`src/rtl/elevator_pkg.sv`:
```
// Shared types and helpers for the elevator call scheduler.
// Calls are scanned through a fixed 16-floor view so one helper serves
// every FLOORS setting; callers zero-extend their vectors into it.
package elevator_pkg;

    localparam int MAX_FLOORS = 16;
    localparam int MAX_FW     = 4;

    typedef enum logic [1:0] {
        IDLE      = 2'd0,
        MOVE_UP   = 2'd1,
        MOVE_DOWN = 2'd2,
        DOOR      = 2'd3
    } state_t;

    // True when any call is latched strictly above the given floor.
    function automatic logic calls_above(input logic [MAX_FLOORS-1:0] pending,
                                         input logic [MAX_FW-1:0]     floor);
        logic hit;
        hit = 1'b0;
        for (int i = 0; i < MAX_FLOORS; i++) begin
            if ((i > int'(floor)) && pending[i]) begin
                hit = 1'b1;
            end
        end
        return hit;
    endfunction

    // True when any call is latched strictly below the given floor.
    function automatic logic calls_below(input logic [MAX_FLOORS-1:0] pending,
                                         input logic [MAX_FW-1:0]     floor);
        logic hit;
        hit = 1'b0;
        for (int i = 0; i < MAX_FLOORS; i++) begin
            if ((i < int'(floor)) && pending[i]) begin
                hit = 1'b1;
            end
        end
        return hit;
    endfunction

endpackage

```
`src/rtl/elevator_travel_timer.sv`:
```
// Loadable up/down counter with a terminal-count flag. Used once as the
// per-floor travel timer (counts up) and once as the door dwell timer
// (loads, then counts down). Priority: clear, load, increment, decrement.
module elevator_travel_timer #(
    parameter int W = 2
) (
    input  logic         clk,
    input  logic         srst,
    input  logic         clr,
    input  logic         load,
    input  logic [W-1:0] load_val,
    input  logic         inc,
    input  logic         dec,
    input  logic [W-1:0] term,
    output logic         tc
);

    logic [W-1:0] cnt_q;
    logic [W-1:0] cnt_d;

    // Next count selection.
    always_comb begin
        cnt_d = cnt_q;
        if (clr) begin
            cnt_d = '0;
        end else if (load) begin
            cnt_d = load_val;
        end else if (inc) begin
            cnt_d = cnt_q + W'(1);
        end else if (dec) begin
            cnt_d = cnt_q - W'(1);
        end
    end

    // Count register.
    always_ff @(posedge clk) begin
        if (srst) begin
            cnt_q <= '0;
        end else begin
            cnt_q <= cnt_d;
        end
    end

    assign tc = (cnt_q == term);

endmodule

```
`src/rtl/elevator_scheduler.sv`:
```
// SCAN call scheduler for the elevator car: latches floor calls, tracks the
// car position, chooses travel direction and sequences the door dwell.
// Car commands are decoded from the state register alone.
module elevator_scheduler
    import elevator_pkg::*;
#(
    parameter int FLOORS        = 4,
    parameter int TRAVEL_CYCLES = 3,
    parameter int DOOR_CYCLES   = 4,
    parameter int FW            = $clog2(FLOORS)
) (
    input  logic              CLK,
    input  logic              RESET,
    input  logic [FLOORS-1:0] Call_Req,
    input  logic              Top_Limit_Hit,
    input  logic              Bottom_Limit_Hit,
    output logic              Go_Up,
    output logic              Go_Down,
    output logic              Halt,
    output logic [FW-1:0]     Current_Floor,
    output logic [FLOORS-1:0] Pending,
    output logic              Door_Open,
    output logic              Dir_Up
);

    localparam int            TW        = $clog2(TRAVEL_CYCLES + 1);
    localparam int            DW        = $clog2(DOOR_CYCLES + 1);
    localparam logic [FW-1:0] TOP_FLOOR = FW'(FLOORS - 1);

    state_t            state_q, state_d;
    logic [FW-1:0]     floor_q, floor_d;
    logic [FLOORS-1:0] pending_q, pending_d;
    logic              dir_up_q, dir_up_d;

    logic [FLOORS-1:0]     set_mask, clr_mask;
    logic [MAX_FLOORS-1:0] pend_ext;
    logic [FW-1:0]         arr_floor;
    logic                  arrive;
    logic                  trv_clr, trv_inc, trv_tc;
    logic                  door_load, door_dec, door_tc;

    function automatic logic [MAX_FW-1:0] fidx(input logic [FW-1:0] f);
        return MAX_FW'(f);
    endfunction

    assign pend_ext = MAX_FLOORS'(pending_q);

    // Next-state, position, direction and call-latch computation.
    always_comb begin
        state_d   = state_q;
        floor_d   = floor_q;
        dir_up_d  = dir_up_q;
        set_mask  = Call_Req;
        clr_mask  = '0;
        arr_floor = floor_q;
        arrive    = 1'b0;
        trv_clr   = 1'b0;
        trv_inc   = 1'b0;
        door_load = 1'b0;
        door_dec  = 1'b0;

        case (state_q)
            IDLE: begin
                // A call at the floor we're parked on just opens the door.
                set_mask[floor_q] = 1'b0;
                trv_clr           = 1'b1;
                if (Top_Limit_Hit) begin
                    floor_d = TOP_FLOOR;
                end else if (Bottom_Limit_Hit) begin
                    floor_d = '0;
                end
                if (pending_q[floor_q] || Call_Req[floor_q]) begin
                    state_d = DOOR;
                end else if (calls_above(pend_ext, fidx(floor_q)) &&
                             (dir_up_q || !calls_below(pend_ext, fidx(floor_q)))) begin
                    state_d  = MOVE_UP;
                    dir_up_d = 1'b1;
                end else if (calls_below(pend_ext, fidx(floor_q))) begin
                    state_d  = MOVE_DOWN;
                    dir_up_d = 1'b0;
                end
            end
            MOVE_UP: begin
                if (Top_Limit_Hit) begin
                    arrive    = 1'b1;
                    arr_floor = TOP_FLOOR;
                    trv_clr   = 1'b1;
                end else if (trv_tc) begin
                    arrive    = 1'b1;
                    arr_floor = (floor_q == TOP_FLOOR) ? floor_q : floor_q + FW'(1);
                    trv_clr   = 1'b1;
                end else begin
                    trv_inc = 1'b1;
                end
            end
            MOVE_DOWN: begin
                if (Bottom_Limit_Hit) begin
                    arrive    = 1'b1;
                    arr_floor = '0;
                    trv_clr   = 1'b1;
                end else if (trv_tc) begin
                    arrive    = 1'b1;
                    arr_floor = (floor_q == '0) ? floor_q : floor_q - FW'(1);
                    trv_clr   = 1'b1;
                end else begin
                    trv_inc = 1'b1;
                end
            end
            DOOR: begin
                // A fresh call at this floor keeps the door open instead.
                set_mask[floor_q] = 1'b0;
                trv_clr           = 1'b1;
                if (Top_Limit_Hit) begin
                    floor_d = TOP_FLOOR;
                end else if (Bottom_Limit_Hit) begin
                    floor_d = '0;
                end
                if (Call_Req[floor_q]) begin
                    door_load = 1'b1;
                end else if (door_tc) begin
                    state_d = IDLE;
                end else begin
                    door_dec = 1'b1;
                end
            end
            default: ;
        endcase

        // Arrival at a new floor: stop if wanted, park if nothing lies ahead.
        if (arrive) begin
            floor_d = arr_floor;
            if (pending_q[arr_floor] || Call_Req[arr_floor]) begin
                state_d = DOOR;
            end else if ((state_q == MOVE_UP) ? !calls_above(pend_ext, fidx(arr_floor))
                                              : !calls_below(pend_ext, fidx(arr_floor))) begin
                state_d = IDLE;
            end
        end

        // Door entry serves the floor: clear its call (wins over a new set).
        if ((state_d == DOOR) && (state_q != DOOR)) begin
            door_load           = 1'b1;
            clr_mask[arr_floor] = 1'b1;
        end

        pending_d = (pending_q | set_mask) & ~clr_mask;
    end

    // Scheduler state registers.
    always_ff @(posedge CLK) begin
        if (RESET) begin
            state_q   <= IDLE;
            floor_q   <= '0;
            pending_q <= '0;
            dir_up_q  <= 1'b1;
        end else begin
            state_q   <= state_d;
            floor_q   <= floor_d;
            pending_q <= pending_d;
            dir_up_q  <= dir_up_d;
        end
    end

    elevator_travel_timer #(.W(TW)) u_travel_timer (
        .clk      (CLK),
        .srst     (RESET),
        .clr      (trv_clr),
        .load     (1'b0),
        .load_val ('0),
        .inc      (trv_inc),
        .dec      (1'b0),
        .term     (TW'(TRAVEL_CYCLES - 1)),
        .tc       (trv_tc)
    );

    elevator_travel_timer #(.W(DW)) u_door_timer (
        .clk      (CLK),
        .srst     (RESET),
        .clr      (1'b0),
        .load     (door_load),
        .load_val (DW'(DOOR_CYCLES - 1)),
        .inc      (1'b0),
        .dec      (door_dec),
        .term     ('0),
        .tc       (door_tc)
    );

    // Moore output decode.
    always_comb begin
        Go_Up     = (state_q == MOVE_UP);
        Go_Down   = (state_q == MOVE_DOWN);
        Halt      = (state_q == IDLE) || (state_q == DOOR);
        Door_Open = (state_q == DOOR);
    end

    assign Current_Floor = floor_q;
    assign Pending       = pending_q;
    assign Dir_Up        = dir_up_q;

endmodule

```
`config.mk`:
```
export PLATFORM = sky130hd
export DESIGN_NAME = elevator_scheduler
export DESIGN_NICKNAME = d
export VERILOG_FILES = /design/src/rtl/elevator_pkg.sv /design/src/rtl/elevator_travel_timer.sv /design/src/rtl/elevator_scheduler.sv
export SDC_FILE = /design/constraint.sdc
export NUM_CORES = 1
export LEC_CHECK = 0
export CORE_MARGIN = 5
export CORE_UTILIZATION = 30
export CTS_CLUSTER_SIZE = 12
export DETAILED_ROUTE_END_ITERATION = 6
export DONT_BUFFER_PORTS = 1
export GPL_TIMING_DRIVEN = 0
export HOLD_SLACK_MARGIN = 0.06
export PLACE_DENSITY_LB_ADDON = 0.15
export RECOVER_POWER = 50
export SLEW_MARGIN = 40
export SYNTH_ARGS = -nofsm -noshare
export SYNTH_HDL_FRONTEND = slang
export SYNTH_HIERARCHICAL = 1
export SYNTH_SLANG_ARGS = --single-unit
```
`constraint.sdc`:
```
create_clock -name CLK -period 2.75 [get_ports CLK]
set_input_delay 0.825 -clock CLK [delete_from_list [all_inputs] [get_ports CLK]]
set_output_delay 0.825 -clock CLK [all_outputs]
set_load 0.05 [all_outputs]
```
==> results of run 1 <==
[power groups by stage]
stage | registers (mW) | clock network, mW | logic [mW]
after global routing | 0.480 | 0.229 | 1.67
after detailed placement | 0.460 | 0 | 1.19
after CTS | 0.463 | 0.223 | 1.45
after global placement | 0.458 | 0 | 1.20
final | 0.467 | 0.212 | 1.54
after floorplan | 0.438 | 0 | 0.980
[Yosys cell counts, types with 4 or more instances]
master / instances
xor2_1: 5
o21a_1: 5
dfxtp_1: 14
nor2b_1: 4
o21ai_0: 10
ha_1: 4
inv_1: 8
a21oi_1: 12
a311oi_1: 6
mux2i_1: 4
nand2_1: 11
nor2_1: 24
clkbuf_1: 4
nor3_1: 7
[worst register-to-register path, delay by kind of cell, from the launching register on]
family	cells	cell delay (ps)
DFF	1	370
AOI/OAI and AO/OA	5	780
and+or+nand+nor	3	810
adders and majority gates	1	270
buffers and inverters	2	180
muxes	1	330
[cells in the final DEF, fill, tap and decap left out, types with 2 or more instances in the layout]
cell / netlist / layout
conb_1: 2 / 28
nor2_1: 24 / 23
a21oi_1: 12 / 12
buf_4: 1 / 12
nand2_1: 11 / 11
o21ai_0: 10 / 10
nor3_1: 7 / 7
dfxtp_1: 14 / 6
dfxtp_4: 0 / 5
inv_1: 8 / 5
a311oi_1: 6 / 5
xor2_1: 5 / 5
mux2i_1: 4 / 4
o21a_1: 5 / 4
clkbuf_8: 0 / 4
dfxtp_2: 0 / 3
inv_2: 1 / 3
nor2b_1: 4 / 3
a311oi_2: 2 / 3
nand3_1: 3 / 3
a32oi_1: 3 / 3
ha_4: 0 / 3
or3b_1: 3 / 3
clkbuf_4: 0 / 2
buf_2: 3 / 2
clkbuf_2: 0 / 2
clkbuf_1: 4 / 2
a31o_1: 2 / 2
mux4_2: 2 / 2
nand2b_1: 2 / 2
o22ai_1: 2 / 2
o21ai_4: 1 / 2
a222oi_1: 2 / 2
nand2b_4: 2 / 2
[per-stage QoR]
step | hold slack (ps) | cell area, sq um | power [mW]
after floorplan | 540 | 1560 | 1.42
after global placement | 572 | 1630 | 1.66
after detailed placement | 576 | 1630 | 1.65
after CTS | 585 | 1860 | 2.14
after global routing | 610 | 1920 | 2.38
final | 582 | 1920 | 2.22
[how the worst min path moves through the flow]
stage / start / end / slack, ps / cells after the start
finish: u_door_timer/cnt_q[2] / u_door_timer/cnt_q[2] / 580 / 2
global route: u_door_timer/cnt_q[2] / u_door_timer/cnt_q[2] / 610 / 2
CTS: u_door_timer/cnt_q[2] / u_door_timer/cnt_q[2] / 590 / 2
detailed placement: u_door_timer/cnt_q[2] / u_door_timer/cnt_q[2] / 580 / 2
global placement: u_travel_timer/cnt_q[1] / u_travel_timer/cnt_q[1] / 570 / 2
floorplan: u_travel_timer/cnt_q[1] / u_travel_timer/cnt_q[1] / 540 / 2
[state kept, by name, indices dropped and copies added, names as in the netlist]
signal and cells:
u_door_timer/cnt_q 3, Pending 4, Current_Floor 2, u_travel_timer/cnt_q 2
Dir_Up 1, state_q 2
[cell type report]
| class | count | area (sq um) | area share |
|---|---|---|---|
| Clock buffer | 4 | 55.1 | 0.0287 |
| Multi-Input combinational cell | 177 | 1300 | 0.679 |
| Timing Repair Buffer | 13 | 97.6 | 0.0509 |
| Inverter | 10 | 41.3 | 0.0216 |
| Sequential cell | 14 | 303 | 0.158 |
| Buffer | 9 | 50.0 | 0.0261 |
| Tap cell | 54 | 67.6 | 0.0353 |
[routing by layer]
metal / vias up / wire [um] / global-route usage
met1: 708 / 1990 / 0.189
met3: 7 / 367 / 0.0431
met4: 0 / 67 / 0.0412
li1: 754 / - / -
met2: 53 / 1910 / 0.214
met5: - / 0 / 0
[kinds of logic after synthesis]
family / synth area share
compound gates: 0.344
xor+xnor: 0.0305
fa+ha+maj: 0.0489
buf+inv: 0.0576
flops: 0.195
mux: 0.0672
other cells: 0.00524
simple gates: 0.251
[what timing repair did]
item                       in CTS  in global routing
buffers inserted               12                  1
setup endpoints to repair       3                  3
resized for setup              28                 13
pin swaps                       7                  9
==> flow_summary.yaml, run 1 <==
status:
  status: "finished, violations left"
  violations: "negative setup slack"
sta:
  fmax_ghz: 0.354
  worst_pin_slew_ps: 720
  timing.final.max_slew_violations: 0
  finalSetupViolCount: 2
  rsz0062_at_grt: "true"
  min_period_ps: 2820
  relSlewSlack: 0.520
  finalWorstSetupSlack_ps: -73.4
  fin_setup_tns_ps: -81.3
  finalCritPeriodShare: 1.03
  fin_skew_ps: 2.68
  hold_viol_final: 0
finish:
  layout-drive-gt1-share: 0.291
  final_cells: 281
  post-route-util: 0.408
  nFillCells: 489
  area_growth_pct: 33.6
  nNetsFinal: 241
  antennaDiodeCount: 0
worst_setup_path:
  path_buf_inv: 2
  rrSetupSlack_ps: -70
  reg2reg_depth: 12
  timing.rr.start: "state_q[0]"
  start_kind: "flip-flop"
  crit_arrival_ps: 2990
  crit_type: "flip-flop to flip-flop"
  cp-end-kind: "flip-flop"
  cp_slowest_stage_delay_ps: 420
  required_ps: 2920
  path_delay_family: "simple AND/OR/NAND/NOR gates"
  r2r_end: "u_door_timer/cnt_q[2]"
  crit_start: "state_q[0]"
  path_max_fanout: 7
  slowest_stage: "or4_4"
  cpMostUsedCell: "o21ai_4"
  cp.depth: 12
  endpoint: "u_door_timer/cnt_q[2]"
  path_cells: "buf_6 -> ha_4 -> and2b_2 -> o21a_4 -> or4_4 -> o311a_4 -> o21ai_4 -> o21ai_4 -> mux2_4 -> inv_4 -> nand4_1 -> a311oi_2"
global_route:
  grt_pass1_vias: 1398
  antenna_found_initial: 0
  overflow: 0
  grt_pass1_wl_um: 7000
  grt_max_degree: 11
  grt.total_usage: 0.140
place:
  dpl_worst_slack_ps: -449
  dp_cells: 265
  hpwl_um: 3130
  gpl.final_weighted_congestion: 0.803
  portBuffers: 0
drt:
  viasPerCell: 5.42
  detail_route.first_pass.iterations: 4
  wirelength_um: 4340
  ant_nets: 0
  routedWlPerCell_um: 15.4
  drc: 0
  drt_iter0_markers: 208
  vias: 1522
floorplanning:
  coreArea_sq_um: 4690
  die_width_um: 79.1
  ioPinCount: 19
  rows: 25
  fp.dieH_um: 79.1
  start_util: 0.306
  die_area_sq_um: 6260
yosys:
  yosys-top-cells-area: "dfxtp_1 20%, nor2_1 6.3%, a21oi_1 4.2%"
  synth_top_area_frac: 0.195
  synth-edff-count: 0
  yosysTopAreaCell: "dfxtp_1"
  synthFlopType: "dfxtp_1"
  yosysWarningCount: 6
  netlist_area_sq_um: 1430
  synth.distinct_cells: 61
  synth_area_per_cell_sq_um: 7.75
  synthArstFlopShare: 0
  syn_inst: 185
  ys_ff_latch: 14
  ys_seq_area_frac: 0.195
clock_tree:
  cts_hold_buf: 0
  clk_latency_ps: 250
  cts_buffers: 3
  cts_sinks: 14
  root_buffer: "clkbuf_8"
  cts.path.max_buffers: 2
  cts_tree: "done"
  path_clk_slew_ps: 70
  htree_num_levels: 1
pwr:
  vdd_drop_max_uv: 301
  p_sw_frac: 0.512
  p_seq_frac: 0.210
  internal_power_mw: 1.08
  p_sw_mw: 1.14
  leakage_nw: 0.749
  p_per_area_nw_per_um2: 1160
  pwr-share-comb: 0.695
  clock_power_share: 0.095
min_path:
  hold_path.class: "flip-flop to flip-flop"
run:
  drv_cap: 0
(Power assumes the default switching activity.)
==> run 2, diff against run 1 <==
--- a/config.mk
+++ b/config.mk
@@ -19,3 +19,4 @@
 export SYNTH_HDL_FRONTEND = slang
 export SYNTH_HIERARCHICAL = 1
 export SYNTH_SLANG_ARGS = --single-unit
+export TNS_END_PERCENT = 50
==> run 2 against run 1 <==
The flow still finishes with violations (negative setup slack). Sequential cell count stayed put. Sequential share of layout area is 0.092 points lower. Worst hold slack stayed put. Clock skew is 1.9 ps lower. Critical path depth is 1 higher. Combinational power hardly changed. Critical endpoint unchanged. Clock power hardly changed. Die area stayed put. Non-clock buffer count is 1 higher. Fmax is 0.26% lower. Cell count is 0.36% higher. Design area is 0.59% higher.
==> flow_summary.yaml, run 2 (synthesis results as in run 1) <==
status:
  status: "finished, violations left"
  violations: "negative setup slack"
place:
  portBuffers: 0
  gpl.final_weighted_congestion: 0.803
  hpwl_um: 3130
  dpl_worst_slack_ps: -449
drt:
  routedWlPerCell_um: 15.5
  viasPerCell: 5.41
  vias: 1526
  drc: 0
  ant_nets: 0
  wirelength_um: 4380
  drt_iter0_markers: 177
  detail_route.first_pass.iterations: 4
sta:
  fin_skew_ps: 0.765
  finalWorstSetupSlack_ps: -80.8
  worst_pin_slew_ps: 720
  finalCritPeriodShare: 1.03
  min_period_ps: 2830
  fmax_ghz: 0.353
  rsz0062_at_grt: "true"
  relSlewSlack: 0.520
  hold_viol_final: 0
  timing.final.max_slew_violations: 0
  finalSetupViolCount: 2
worst_setup_path:
  slowest_stage: "or4_4"
  required_ps: 2920
  path_cells: "inv_2 -> ha_4 -> buf_6 -> nand2_2 -> o21ba_4 -> or4_4 -> o311a_4 -> o21ai_4 -> o21ai_4 -> mux2_4 -> inv_4 -> nand4_1 -> a311oi_2"
  cpMostUsedCell: "o21ai_4"
  rrSetupSlack_ps: -80
  path_max_fanout: 8
  r2r_end: "u_door_timer/cnt_q[2]"
  path_buf_inv: 3
  crit_arrival_ps: 3010
  cp_slowest_stage_delay_ps: 490
  cp.depth: 13
  reg2reg_depth: 13
  start_kind: "flip-flop"
  cp-end-kind: "flip-flop"
  timing.rr.start: "state_q[0]"
  crit_type: "flip-flop to flip-flop"
  path_delay_family: "compound AO/OA/AOI/OAI gates"
global_route:
  grt_pass1_vias: 1398
  grt_pass1_wl_um: 7000
  grt.total_usage: 0.140
  overflow: 0
  antenna_found_initial: 0
  grt_max_degree: 11
finish:
  layout-drive-gt1-share: 0.294
  nNetsFinal: 242
  largest_register_ffs: 4
  nFillCells: 489
  post-route-util: 0.411
  multiInputGateArea_sq_um: 1300
  final_common_cell: "conb_1"
  seq_area_sq_um: 303
  final_cell_mix: "28 x conb_1, 23 x nor2_1, 12 x a21oi_1, 12 x buf_4, 11 x nand2_1"
  area_growth_pct: 34.4
  antennaDiodeCount: 0
pwr:
  leakage_nw: 0.755
  vdd_drop_max_uv: 303
  p_per_area_nw_per_um2: 1160
floorplanning:
  die_area_sq_um: 6260
  coreArea_sq_um: 4690
  rows: 25
  fp.dieH_um: 79.1
  ioPinCount: 19
  die_width_um: 79.1
  start_util: 0.306
min_path:
  hold_path_end: "u_door_timer/cnt_q[2]"
  worstHoldStart: "u_door_timer/cnt_q[2]"
  hold_path.class: "flip-flop to flip-flop"
  min_path_cells: 2
clock_tree:
  clk_latency_ps: 250
  htree_num_levels: 1
  cts_hold_buf: 0
  cts_tree: "done"
  path_clk_slew_ps: 60
  cts_sinks: 14
  root_buffer: "clkbuf_8"
  cts_buffers: 3
  cts.path.max_buffers: 2
run:
  drv_cap: 0
-- run 2: changes by cell type in the layout (fill, tap and decap cells not counted) --
| cell | previous run | this run |
|---|---|---|
| buf_6 | 1 | 2 |
-- run 2: report_power, final --
part | internal, mW | switching, mW | total (mW)
combinational | 0.678 | 0.879 | 1.56
clock | 0.127 | 0.0851 | 0.212
sequential | 0.285 | 0.182 | 0.467
-- run 2: worst max path at each step --
stage	startpoint	to
3_3_place_gp	Pending[0]	u_door_timer/cnt_q[1]
5_1_grt	state_q[0]	u_door_timer/cnt_q[2]
4_1_cts	state_q[0]	u_door_timer/cnt_q[2]
2_1_floorplan	Bottom_Limit_Hit	u_door_timer/cnt_q[2]
6_report	state_q[0]	u_door_timer/cnt_q[2]
3_5_place_dp	Pending[0]	u_door_timer/cnt_q[1]
-- run 2: tightest hold or removal path, stage by stage, from the launching register on --
cell and delay, ps:
dfxtp_1 350, nand4_1 110, a311oi_2 80
-- run 2: repair_timing --
action                                  4_1_cts  5_1_grt
setup buffers                                12        1
endpoints found under the setup margin        3        3
resized for setup                            28       13
pin swaps                                     7        9
-- run 2: routing by layer --
layer,global-route usage,part of all wire,vias up,wire length [um]
met2,0.214,0.45,45,1950
li1,-,-,755,-
met3,0.0431,0.071,7,312
met1,0.189,0.47,719,2040
met4,0.0412,0.016,0,68
met5,0,0,-,0
-- run 2: final cells by class --
type / instances / area share
Clock buffer: 4 / 0.0286
Inverter: 10 / 0.0214
Multi-Input combinational cell: 177 / 0.675
Sequential cell: 14 / 0.157
Tap cell: 54 / 0.0351
Buffer: 10 / 0.0318
Timing Repair Buffer: 13 / 0.0506
-- run 2: through the flow --
step	TNS [ps]	hold slack, ps	power (mW)	cell area, sq um	cells
floorplan	-22.9	540	1.42	1560	211
global route	-478	610	2.39	1930	282
detailed placement	-1070	576	1.65	1630	265
finish	-96.1	582	2.24	1930	282
global placement	-1130	572	1.66	1630	265
CTS	-237	585	2.14	1860	281
==> run 3, diff against run 2 <==
--- a/config.mk
+++ b/config.mk
@@ -5,11 +5,11 @@
 export SDC_FILE = /design/constraint.sdc
 export NUM_CORES = 1
 export LEC_CHECK = 0
-export CORE_MARGIN = 5
+export CAP_MARGIN = 30
+export CORE_MARGIN = 2
 export CORE_UTILIZATION = 30
 export CTS_CLUSTER_SIZE = 12
 export DETAILED_ROUTE_END_ITERATION = 6
-export DONT_BUFFER_PORTS = 1
 export GPL_TIMING_DRIVEN = 0
 export HOLD_SLACK_MARGIN = 0.06
 export PLACE_DENSITY_LB_ADDON = 0.15
==> run 3 against run 2 <==
The run still ends with negative setup slack left. Worst hold slack got worse by 72 ps. Fmax rose by 2.5%. Total power rose by 6.8%. First-iteration DRC count fell by 31%. Core utilization rose by 5.9 points. Critical path depth fell by 2. Sequential cell count did not move. Clock skew rose by 3.7 ps. Critical path type is now primary input to flip-flop. Largest power group unchanged.
==> flow_summary.yaml, run 3 (synthesis results as in run 1) <==
finish:
  final_cells: 307
  antennaDiodeCount: 0
  stdcell_area_sq_um: 2190
  nNetsFinal: 268
  largest_register_ffs: 4
  layout-drive-gt1-share: 0.340
  post-route-util: 0.470
  final_cell_mix: "28 x conb_1, 23 x buf_4, 20 x nor2_1"
  final_common_cell: "conb_1"
  area_growth_pct: 52.8
worst_setup_path:
  required_ps: 2920
  reg2reg_depth: 12
  rrSetupSlack_ps: 10
  timing.rr.start: "state_q[1]"
  cp-end-kind: "flip-flop"
  start_kind: "primary input"
  crit_type: "primary input to flip-flop"
  path_max_fanout: 4
  r2r_end: "u_door_timer/cnt_q[2]"
  crit_arrival_ps: 2930
pwr:
  p_sw_mw: 1.19
  clock_power_share: 0.075
  internal_power_mw: 1.20
  p_seq_frac: 0.140
  p_sw_frac: 0.499
  p_per_area_nw_per_um2: 1090
  vdd_drop_max_uv: 470
  leakage_nw: 0.901
  pwr-share-comb: 0.785
floorplanning:
  ioPinCount: 19
  coreArea_sq_um: 4660
  start_util: 0.308
  fp.dieH_um: 73.1
  die_width_um: 73.1
  die_area_sq_um: 5350
  rows: 25
drt:
  vias: 1586
  drc: 0
  routedWlPerCell_um: 14.4
  viasPerCell: 5.17
  wirelength_um: 4420
  ant_nets: 0
  detail_route.first_pass.iterations: 6
  drt_iter0_markers: 122
clock_tree:
  cts_tree: "done"
  clk_latency_ps: 260
  path_clk_slew_ps: 60
  root_buffer: "clkbuf_8"
  htree_num_levels: 1
  cts_hold_buf: 0
  cts_sinks: 14
  cts_buffers: 3
  cts.path.max_buffers: 2
sta:
  rsz0062_at_grt: "true"
  fin_setup_tns_ps: -11.6
  fin_skew_ps: 4.43
  min_period_ps: 2760
  worst_pin_slew_ps: 500
  holdWs_ps: 510
  relSlewSlack: 0.666
  timing.final.max_slew_violations: 0
  fmax_ghz: 0.362
  hold_viol_final: 0
  finalSetupViolCount: 1
  finalCritPeriodShare: 1.00
  finalWorstSetupSlack_ps: -11.6
place:
  hpwl_um: 2970
  dp_cells: 283
  portBuffers: 18
  gpl.final_weighted_congestion: 0.854
  place_area_sq_um: 1810
min_path:
  worstHoldStart: "Dir_Up"
  hold_path.class: "flip-flop to flip-flop"
  min_path_cells: 2
  hold_path_end: "Dir_Up"
run:
  drv_cap: 0
global_route:
  grt_pass1_wl_um: 6780
  grt_max_degree: 11
  grt.total_usage: 0.163
  antenna_found_initial: 0
  grt_pass1_vias: 1398
  overflow: 0
status:
  violations: "negative setup slack"
  status: "finished, violations left"
==> run 3: cell types whose count changed in the layout (fill, tap and decap cells not counted), sizes merged <==
cell / change
dlymetal6s2s: +1
clkbuf: +2
buf: +11
dlygate4sd2: +1
clkdlybuf4s50: +10
==> run 3: how the worst max path moves through the flow <==
stage,startpoint,to,slack [ps],cells past startpoint
3_3_place_gp,Bottom_Limit_Hit,u_door_timer/cnt_q[2],-830,11
6_report,Bottom_Limit_Hit,u_door_timer/cnt_q[2],-10,11
5_1_grt,state_q[0],u_door_timer/cnt_q[2],-90,12
4_1_cts,state_q[0],u_door_timer/cnt_q[2],-60,13
2_1_floorplan,Bottom_Limit_Hit,u_door_timer/cnt_q[2],-20,10
3_5_place_dp,Bottom_Limit_Hit,u_door_timer/cnt_q[2],-810,11
==> run 3: layout make-up <==
cell class              count  area [sq um]
fillers                   472          2470
multi-input cells         177          1350
repair buffers             40           347
flip-flops and latches     14           294
well taps                  54          67.6
plain buffers               9          45.0
inverters                  10          43.8
clock buffers               3          41.3
==> run 3: power by group through the flow <==
stage	clock, mW	sequential, mW	combinational, mW
final	0.180	0.334	1.87
after global routing	0.189	0.346	2.02
after CTS	0.175	0.330	1.64
after detailed placement	0	0.337	1.41
after global placement	0	0.337	1.43
after floorplan	0	0.438	0.980
==> run 3: critical path: stages <==
cell and delay [ps]:
buf_12 110, nand2b_4 140, o21a_4 230, or4_4 480, o311a_4 150, o21ai_4 150, o21ai_2 100, mux2_4 320
inv_4 90, nand4_1 110, a311oi_2 240
==> run 3: per-layer routing <==
metal	global-route usage	wire, um
met2	0.257	2050
met5	0	0
met1	0.232	2090
met3	0.0221	215
met4	0.0412	72
==> run 3: timing repair <==
action,4_1_cts,5_1_grt
pin swaps,4,16
gates cloned,0,0
setup buffers,13,9
resized for setup,29,44
endpoints found under the setup margin,8,8
==> run 3: stage by stage <==
stage               power (mW)  setup slack [ps]
finish                    2.39             -11.6
global route              2.55             -89.0
global placement          1.77              -831
CTS                       2.14             -61.2
floorplan                 1.42             -22.9
detailed placement        1.75              -807
